### config.mk
export PLATFORM = sky130hd
export DESIGN_NAME = mem_port_arbiter
export DESIGN_NICKNAME = d
export VERILOG_FILES = /design/src/rtl/mem_port_arbiter.sv
export SDC_FILE = /design/constraint.sdc
export NUM_CORES = 1
export LEC_CHECK = 0
export ABC_AREA = 1
export ABC_CLOCK_PERIOD_IN_PS = 1900
export BUFFER_PORTS_ARGS = -buffer_cell sky130_fd_sc_hd__buf_2
export CAP_MARGIN = 20
export CORE_ASPECT_RATIO = 0.6
export CORE_MARGIN = 5
export CORE_UTILIZATION = 35
export DETAILED_ROUTE_END_ITERATION = 8
export PLACE_DENSITY = 0.7
export RECOVER_POWER = 100
export SLEW_MARGIN = 20
export SYNTH_ARGS = -nofsm -noshare
export SYNTH_HDL_FRONTEND = slang
export SYNTH_SLANG_ARGS = --single-unit
### constraint.sdc
create_clock -name clk -period 1.9 [get_ports clk]
set_clock_uncertainty 0.05 [all_clocks]
set_input_delay 0.19 -clock clk [delete_from_list [all_inputs] [get_ports clk]]
set_output_delay 0.19 -clock clk [all_outputs]
set_load 0.01 [all_outputs]
### src/rtl/mem_port_arbiter.sv
`default_nettype none
// +--------------------------------------------------------------------------+
// | Module      : mem_port_arbiter                                           |
// | Description : Shares one RAM port between data, fetch and periph         |
// |               requesters. One registered RAM command per cycle, with     |
// |               fixed priority data > fetch > periph. A periph starvation  |
// |               counter promotes periph to the top once it saturates. Read |
// |               data is routed to its owner through a tagged latency pipe. |
// | Revision    : 1.0  initial release                                       |
// +--------------------------------------------------------------------------+
// | Ports                                                                    |
// |   clk, rst_n              clock, asynchronous active-low reset           |
// |   data_*_i / data_*_o     MEM-stage load/store port (req/we/addr/wdata,  |
// |                           gnt, rvalid, rdata)                            |
// |   fetch_*_i / fetch_*_o   instruction read port (req/addr, gnt, rvalid,  |
// |                           rdata)                                         |
// |   periph_*_i / periph_*_o peripheral DMA port (same set as data)         |
// |   ram_*_o, ram_rdata_i    registered RAM command and read return         |
// |   pipe_stall_o            a core (data/fetch) request is waiting         |
// +--------------------------------------------------------------------------+
module mem_port_arbiter #(
  parameter int AW           = 16,
  parameter int DW           = 16,
  parameter int RD_LAT       = 1,
  parameter int STARVE_LIMIT = 4
) (
  input  logic          clk,
  input  logic          rst_n,
  // data requester
  input  logic          data_req_i,
  input  logic          data_we_i,
  input  logic [AW-1:0] data_addr_i,
  input  logic [DW-1:0] data_wdata_i,
  output logic          data_gnt_o,
  output logic          data_rvalid_o,
  output logic [DW-1:0] data_rdata_o,
  // fetch requester (read only)
  input  logic          fetch_req_i,
  input  logic [AW-1:0] fetch_addr_i,
  output logic          fetch_gnt_o,
  output logic          fetch_rvalid_o,
  output logic [DW-1:0] fetch_rdata_o,
  // periph requester
  input  logic          periph_req_i,
  input  logic          periph_we_i,
  input  logic [AW-1:0] periph_addr_i,
  input  logic [DW-1:0] periph_wdata_i,
  output logic          periph_gnt_o,
  output logic          periph_rvalid_o,
  output logic [DW-1:0] periph_rdata_o,
  // RAM port
  output logic          ram_en_o,
  output logic          ram_we_o,
  output logic [AW-1:0] ram_addr_o,
  output logic [DW-1:0] ram_wdata_o,
  input  logic [DW-1:0] ram_rdata_i,
  // pipeline hold
  output logic          pipe_stall_o
);

  localparam int            SW         = (STARVE_LIMIT < 1) ? 1 : $clog2(STARVE_LIMIT + 1);
  localparam logic [SW-1:0] STARVE_MAX = SW'(STARVE_LIMIT);

  typedef enum logic [1:0] {
    OWN_NONE   = 2'd0,
    OWN_DATA   = 2'd1,
    OWN_FETCH  = 2'd2,
    OWN_PERIPH = 2'd3
  } owner_e;

  logic [SW-1:0] starve_q, starve_d;
  logic          ram_en_q, ram_en_d;
  logic          ram_we_q, ram_we_d;
  logic [AW-1:0] ram_addr_q, ram_addr_d;
  logic [DW-1:0] ram_wdata_q, ram_wdata_d;
  owner_e        tag_d;
  owner_e        tag_q [RD_LAT];
  logic          data_rvalid_q, fetch_rvalid_q, periph_rvalid_q;
  logic [DW-1:0] data_hold_q, fetch_hold_q, periph_hold_q;
  logic          periph_forced;

  assign periph_forced = (starve_q == STARVE_MAX);

  // Arbitration. Grants are combinational and forced low while in reset.
  always_comb begin
    data_gnt_o   = 1'b0;
    fetch_gnt_o  = 1'b0;
    periph_gnt_o = 1'b0;
    if (rst_n) begin
      if (periph_req_i && periph_forced) begin
        periph_gnt_o = 1'b1;
      end else if (data_req_i) begin
        data_gnt_o = 1'b1;
      end else if (fetch_req_i) begin
        fetch_gnt_o = 1'b1;
      end else if (periph_req_i) begin
        periph_gnt_o = 1'b1;
      end
    end
  end

  // Winner's command for the next cycle. addr/wdata keep their last value
  // when nothing is granted; fetch has no write data, so wdata holds on a
  // fetch grant. Only reads carry an owner tag into the return pipe.
  always_comb begin
    ram_en_d    = 1'b0;
    ram_we_d    = 1'b0;
    ram_addr_d  = ram_addr_q;
    ram_wdata_d = ram_wdata_q;
    tag_d       = OWN_NONE;
    if (data_gnt_o) begin
      ram_en_d    = 1'b1;
      ram_we_d    = data_we_i;
      ram_addr_d  = data_addr_i;
      ram_wdata_d = data_wdata_i;
      tag_d       = data_we_i ? OWN_NONE : OWN_DATA;
    end else if (fetch_gnt_o) begin
      ram_en_d    = 1'b1;
      ram_addr_d  = fetch_addr_i;
      tag_d       = OWN_FETCH;
    end else if (periph_gnt_o) begin
      ram_en_d    = 1'b1;
      ram_we_d    = periph_we_i;
      ram_addr_d  = periph_addr_i;
      ram_wdata_d = periph_wdata_i;
      tag_d       = periph_we_i ? OWN_NONE : OWN_PERIPH;
    end
  end

  // Starvation counter: counts cycles periph waits, saturates, clears on grant.
  always_comb begin
    starve_d = starve_q;
    if (periph_gnt_o) begin
      starve_d = '0;
    end else if (periph_req_i && (starve_q != STARVE_MAX)) begin
      starve_d = starve_q + SW'(1);
    end
  end

  always_ff @(posedge clk or negedge rst_n) begin
    if (!rst_n) begin
      starve_q    <= '0;
      ram_en_q    <= 1'b0;
      ram_we_q    <= 1'b0;
      ram_addr_q  <= '0;
      ram_wdata_q <= '0;
    end else begin
      starve_q    <= starve_d;
      ram_en_q    <= ram_en_d;
      ram_we_q    <= ram_we_d;
      ram_addr_q  <= ram_addr_d;
      ram_wdata_q <= ram_wdata_d;
    end
  end

  // Owner tag pipe. Stage 0 is loaded alongside ram_en, so the last stage
  // lines up with the cycle before ram_rdata is valid; the rvalid register
  // behind it then asserts exactly in the cycle the RAM presents the data.
  always_ff @(posedge clk or negedge rst_n) begin
    if (!rst_n) begin
      for (int i = 0; i < RD_LAT; i++) begin
        tag_q[i] <= OWN_NONE;
      end
    end else begin
      tag_q[0] <= tag_d;
      for (int i = 1; i < RD_LAT; i++) begin
        tag_q[i] <= tag_q[i-1];
      end
    end
  end

  // Return: rvalid is registered from the tag pipe. During the rvalid cycle
  // the owner's rdata shows ram_rdata directly and is captured into a hold
  // register at the end of that cycle, so every rdata holds between returns.
  always_ff @(posedge clk or negedge rst_n) begin
    if (!rst_n) begin
      data_rvalid_q   <= 1'b0;
      fetch_rvalid_q  <= 1'b0;
      periph_rvalid_q <= 1'b0;
      data_hold_q     <= '0;
      fetch_hold_q    <= '0;
      periph_hold_q   <= '0;
    end else begin
      data_rvalid_q   <= (tag_q[RD_LAT-1] == OWN_DATA);
      fetch_rvalid_q  <= (tag_q[RD_LAT-1] == OWN_FETCH);
      periph_rvalid_q <= (tag_q[RD_LAT-1] == OWN_PERIPH);
      if (data_rvalid_q) begin
        data_hold_q <= ram_rdata_i;
      end
      if (fetch_rvalid_q) begin
        fetch_hold_q <= ram_rdata_i;
      end
      if (periph_rvalid_q) begin
        periph_hold_q <= ram_rdata_i;
      end
    end
  end

  assign data_rvalid_o   = data_rvalid_q;
  assign fetch_rvalid_o  = fetch_rvalid_q;
  assign periph_rvalid_o = periph_rvalid_q;
  assign data_rdata_o    = data_rvalid_q   ? ram_rdata_i : data_hold_q;
  assign fetch_rdata_o   = fetch_rvalid_q  ? ram_rdata_i : fetch_hold_q;
  assign periph_rdata_o  = periph_rvalid_q ? ram_rdata_i : periph_hold_q;

  assign ram_en_o    = ram_en_q;
  assign ram_we_o    = ram_we_q;
  assign ram_addr_o  = ram_addr_q;
  assign ram_wdata_o = ram_wdata_q;

  assign pipe_stall_o = (data_req_i & ~data_gnt_o) | (fetch_req_i & ~fetch_gnt_o);

endmodule
`default_nettype wire

[Word-level counts from Yosys, hierarchy flattened]
Cells that the tools add are included.
Word-level totals
  output and inout bits: 89
  logic and storage cells: 64
  bits of input ports: 103
  bits in registers: 90
Operators by class
  reduce and logical (&&, ||, !) cells: 6
  equality and inequality tests: 6
  mux-type cells: 34
  add/subtract/negate cells: 1
  bitwise logic cells: 5
Operator list (number)
  $mux W16: 9
  $mux W1: 19
  $mux W2: 4
  $mux W3: 2
  $eq A2 B2 Y1 const B: 2
  $reduce_bool A2 Y1: 2
  $add A3 B1 Y3 const B: 1
  $eq A3 B3 Y1 const B: 1
  $ne A3 B3 Y1 const B: 1
  $reduce_bool A3 Y1: 1
  $and A1 B1 Y1: 2
  $eq A2 B1 Y1 const B: 1
  $logic_and A1 B1 Y1: 2
  $ne A2 B2 Y1 const B: 1
  $not A1 Y1: 2
  $reduce_and A2 Y1: 1
  $or A1 B1 Y1: 1

[Logic depth before layout (Yosys ltp)]
  depth in word-level cells: 8
  depth in mapped cells: 11

[Worst setup path after synthesis]
Ideal clock, no wire load.
  kind: reg-to-output
  start point: reg starve_q[0]
  end point: out pipe_stall_o
  setup slack: 0.361 ns
  arrival time: 1.299 ns
  required time: 1.660 ns
  path buffers: 2
  stages on the path, launching flop included: 9
  cells stage by stage: dfrtp_1 inv_1 ha_1 nand3_2 nand2_2 inv_2 buf_6 buf_6 o22ai_1
Between the ends
  word-level cells in the longest chain between the ends: 7
  elaborated cells between the ends (all ways): 11
  classes of those cells: eq/ne: 1; mux: 4; bitwise: 5; reduce/logical: 1
Ends and longest elaborated chain
  start, declared: RTL line 71  | logic [SW-1:0] starve_q, starve_d;
  start signal, assigned: RTL line 148  | starve_q <= starve_d;
  $eq A3 B3 Y1: RTL line 82  | assign periph_forced = (starve_q == STARVE_MAX);
  $logic_and A1 B1 Y1: RTL line 90  | if (periph_req_i && periph_forced) begin
  $mux W1: RTL line 90
  $mux W1: RTL line 89  | if (rst_n) begin
  via data_gnt_o: RTL line 34  | output logic data_gnt_o,
  $not A1 Y1: RTL line 211  | assign pipe_stall_o = (data_req_i & ~data_gnt_o) | (fetch_req_i & ~fetch_gnt_o);
  $and A1 B1 Y1: RTL line 211
  $or A1 B1 Y1: RTL line 211
  end, declared: RTL line 58  | output logic pipe_stall_o
The timed path passes the listed nets, and every way through them passes these cells.

[Worst setup path after layout]
  start point: reg starve_q[0]
  end point: out pipe_stall_o
Between the ends
  word-level cells in the longest chain between the ends: 7
  elaborated cells between the ends (all ways): 11
  classes of those cells: eq/ne: 1; mux: 4; bitwise: 5; reduce/logical: 1
Ends and longest elaborated chain (RTL line)
  $eq A3 B3 Y1 (*): 82
  $logic_and A1 B1 Y1 (*): 90
  $mux W1: 90
  $mux W1: 89
  $not A1 Y1: 211
  $and A1 B1 Y1: 211
  $or A1 B1 Y1 (*): 211
Mark *: on every way between the ends. The rest lies on a longest branch, timed or not.

==> summary.txt <==
Synth
  – Number of synthesis warnings: 0
  – Primary flip-flop cell chosen by synthesis mapping: sky130_fd_sc_hd__dfrtp_1
  – Number of cells produced by synthesis: between 400 and 500
  – Top cells by count, synth: 172 x sky130_fd_sc_hd__nand2_1, 90 x sky130_fd_sc_hd__dfrtp_1, 49 x sky130_fd_sc_hd__nand3_1
  – Fraction of the yosys area taken by sequential cells: 54.2%
  – Distinct cell type count after synthesis: 23
  – Synthesized Nets: between 500 and 600
  – Dominant cell type by area after synthesis: sky130_fd_sc_hd__dfrtp_1
  – Most frequent cell after synthesis: sky130_fd_sc_hd__nand2_1
  – Leading post-synthesis cells by cell area: sky130_fd_sc_hd__dfrtp_1 54%, sky130_fd_sc_hd__nand2_1 16%, sky130_fd_sc_hd__mux2_2 13%, sky130_fd_sc_hd__nand3_1 5.9%, sky130_fd_sc_hd__buf_6 2.4%
  – EDFF count, synth: 0
  – Share of synthesized registers carrying an async set or reset: 100%
  – Total of flip-flops plus latches after synthesis: 90
  – Netlist Area Pre-Place: between 4000 and 5000 um2
  – Syn_area_per_cell: ~9.6 um2
  – Proportion of netlist area held by the largest area contributor: between 50% and 60%

Floorplan
  – Effective utilization at floorplan: between 30% and 40%
  – Num rows: 30
  – Boundary Pins: 192
  – Standard cell core area: between 10000 and 15000 um2
  – Die footprint: between 10000 and 15000 um2
  – Floorplan die height: roughly 94 um
  – Die Wd: 151 um

STA
  – Unrepaired setup endpoints after global routing: true
  – Max-slew violation count: 0
  – Final hold violations: 0
  – Worst max-slew margin expressed relative to the limit: about two thirds
  – Count of final setup violators: 0
  – Setup Total Neg Slack: 0 ps
  – Worst Max-Slew Pin Slew: 485 ps
  – Upper clock frequency limit: ~0.54 GHz
  – Final setup slack of the worst path: 44.0 ps
  – Final period util: between 90 and 100%
  – Final critical path time including I/O delays and setup: 1860 ps

Critical path
  – Cell class contributing the biggest share of worst-path delay: buffers and inverters
  – Number of buffer and inverter instances along the worst setup path: 4
  – Critical path data arrival time: between 1500 and 2000 ps
  – Maximum cell stage delay along the critical path: ~400 ps
  – Critical Setup Path Class: reg2out
  – Crit path max fanout: 4
  – R2r setup slk: ~260 ps
  – CP Capture Type: primary output
  – Critical Path Slowest Stage Cell: sky130_fd_sc_hd__dfrtp_1
  – Kind of start point of the critical path: register
  – CP Cell Sequence: inv_2 > ha_4 > nand3_4 > buf_8 > nand2_8 > inv_4 > o22ai_2 > buf_2
  – Required arrival time at the worst endpoint: around 1700 ps

Routing
  – Number of vias in the routed layout: between 3000 and 4000
  – Detailed router's first-iteration violation count: 81
  – DRT Pass-1 Iters: 4
  – Final wirelength: ~12000 um
  – Number of antenna-violating nets in the routed design: 0
  – Post-detailed-route wirelength per cell: between 15 and 20 um
  – Per-cell via count in the routed design: 4.58
  – Residual DRC count: 0

Clocking
  – Clock tree root driver cell: sky130_fd_sc_hd__clkbuf_16
  – Clock sink count: 90
  – Clock tree from TritonCTS: yes
  – Clock slew at the register clock pins of the worst setup and hold paths: approximately 70 ps
  – Longest Clk Path Bufs: 2
  – Clock buffer count from CTS: 9
  – H-Tree Depth: 3
  – Worst-skew pair later-pin latency: approximately 330 ps

Power
  – Leakage power figure: approximately 3.2 nW
  – Power density relative to cell area: 1310 nW/um2
  – Peak ir drop on the vdd network: ~0.44 mV

Final layout
  – Layout overhead on the synthesized area: 37.5%
  – Layout cell share with drive strength beyond 1: between 40% and 50%
  – Final-stage net count: 735
  – # fillers: 1090

GRT
  – Final global-route overflow total: 0
  – Maximum number of pins on one net before global-route repair: 83
  – Global Route Usage Sum: between 10% and 20%
  – Global-route wire length before repair: approximately 19000 um
  – Number of global-route vias before repair: roughly 3700
  – Initial antenna violation count: 1

Placed design
  – Placement Setup Slack: ~160 ps
  – Post-detailed-placement half-perimeter wirelength: about 9100 um
  – Final weighted congestion in routability-driven placement: roughly 0.92
  – Number of I/O port buffers: approximately 190

Job
  – Max_cap viols: 0

Run status
  – Run status: complete, no violations

Worst hold path
  – Worst Hold Class: in2reg
[what timing repair did]
action,CTS,global route
hold buffers,2,0
pin swaps,1,2
resized for setup,11,7
hold endpoints to repair,8,0
setup buffers,1,4
setup endpoints to repair,4,2
[report_power, final]
part	total [mW]	switching [mW]	internal [mW]	leakage, nW
combinational	2.66	1.44	1.22	1.89
clock	1.96	0.788	1.18	0.159
sequential	2.86	0.250	2.61	1.10
[tightest hold or removal path: cells and delay by family]
family / cells / cell delay [ps]
buf+inv: 2 / 120
compound gates: 1 / 100
[per-layer routing]
layer	share of wire, %	global-route usage [%]	vias up
met2	47	28.8	137
met5	0	0	-
li1	-	-	1777
met3	9.0	6.00	8
met1	43	22.1	1732
met4	1.2	3.85	0
[registers in the layout (all words and copies together), names as in the netlist]
signal and count:
ram_en_o 1, fetch_rvalid_o 1, periph_rvalid_o 1, ram_addr_o 16, fetch_hold_q 16, data_rvalid_o 1, ram_we_o 1, ram_wdata_o 16
data_hold_q 16, periph_hold_q 16, tag_q 2, starve_q 3
[metrics by stage]
stage / utilization [%] / hold WS (ps) / total power [mW] / instance area (um2) / instances
4_1_cts: 49.3 / 61.3 / 7.58 / 5650 / 791
5_1_grt: 49.9 / 69.3 / 8.00 / 5710 / 797
3_5_place_dp: 45.8 / 23.3 / 5.49 / 5250 / 772
6_report: 49.9 / 70.4 / 7.49 / 5710 / 797
2_1_floorplan: - / -156 / 4.36 / 4150 / 432
3_3_place_gp: 45.8 / 18.4 / 5.38 / 5250 / 772
[layout make-up]
| class | count | area, um2 | share of cell area [%] |
|---|---|---|---|
| diodes | 2 | 5.00 | 0.0876 |
| clock buffers | 9 | 225 | 3.94 |
| clock inverters | 7 | 105 | 1.84 |
| inverters | 25 | 104 | 1.82 |
| multi-input cells | 295 | 1690 | 29.6 |
| flip-flops and latches | 90 | 2250 | 39.4 |
| well taps | 160 | 200 | 3.50 |
| repair buffers | 209 | 1130 | 19.8 |
[path summary, 6_finish.rpt]
check	from	endpoint	cells past startpoint
setup / recovery	starve_q[0]$_DFFE_PN0P_	pipe_stall_o	8
hold / removal	periph_we_i	ram_we_o$_DFF_PN0_	3
setup reg to reg	starve_q[0]$_DFFE_PN0P_	ram_addr_o[7]$_DFFE_PN0P_	9
hold reg to reg	tag_q[1]$_DFF_PN0_	data_rvalid_o$_DFF_PN0_	1
max in group asynchronous	rst_n	data_hold_q[14]$_DFF_PN0_	3
min in group asynchronous	rst_n	starve_q[2]$_DFFE_PN0P_	2
[cell usage in the layout, fill, tap and decap left out, types with 3 or more instances in the layout]
cell	Yosys	routed
sky130_fd_sc_hd__inv_6	0	3
sky130_fd_sc_hd__dfrtp_1	90	90
sky130_fd_sc_hd__buf_2	11	190
sky130_fd_sc_hd__nand2_4	1	3
sky130_fd_sc_hd__inv_2	5	6
sky130_fd_sc_hd__inv_1	20	17
sky130_fd_sc_hd__nor2_1	4	4
sky130_fd_sc_hd__clkbuf_16	0	9
sky130_fd_sc_hd__or2_1	6	6
sky130_fd_sc_hd__nand3_1	49	49
sky130_fd_sc_hd__mux2_2	48	48
sky130_fd_sc_hd__buf_4	2	14
sky130_fd_sc_hd__nand2_1	172	171
[cell families (layout without fill, tap and decap cells)]
family / after synthesis / after routing / synth area share, %
other: 0 / 2 / 0
AND/OR/NAND/NOR: 237 / 237 / 23.9
buffers and inverters: 47 / 250 / 6.39
flip-flops: 90 / 90 / 54.2
adder cells (fa/ha/maj): 2 / 2 / 0.602
AO/OA/AOI/OAI: 7 / 7 / 1.63
multiplexers: 48 / 48 / 13.0
XOR/XNOR: 1 / 1 / 0.211
(Power assumes the default switching activity.)
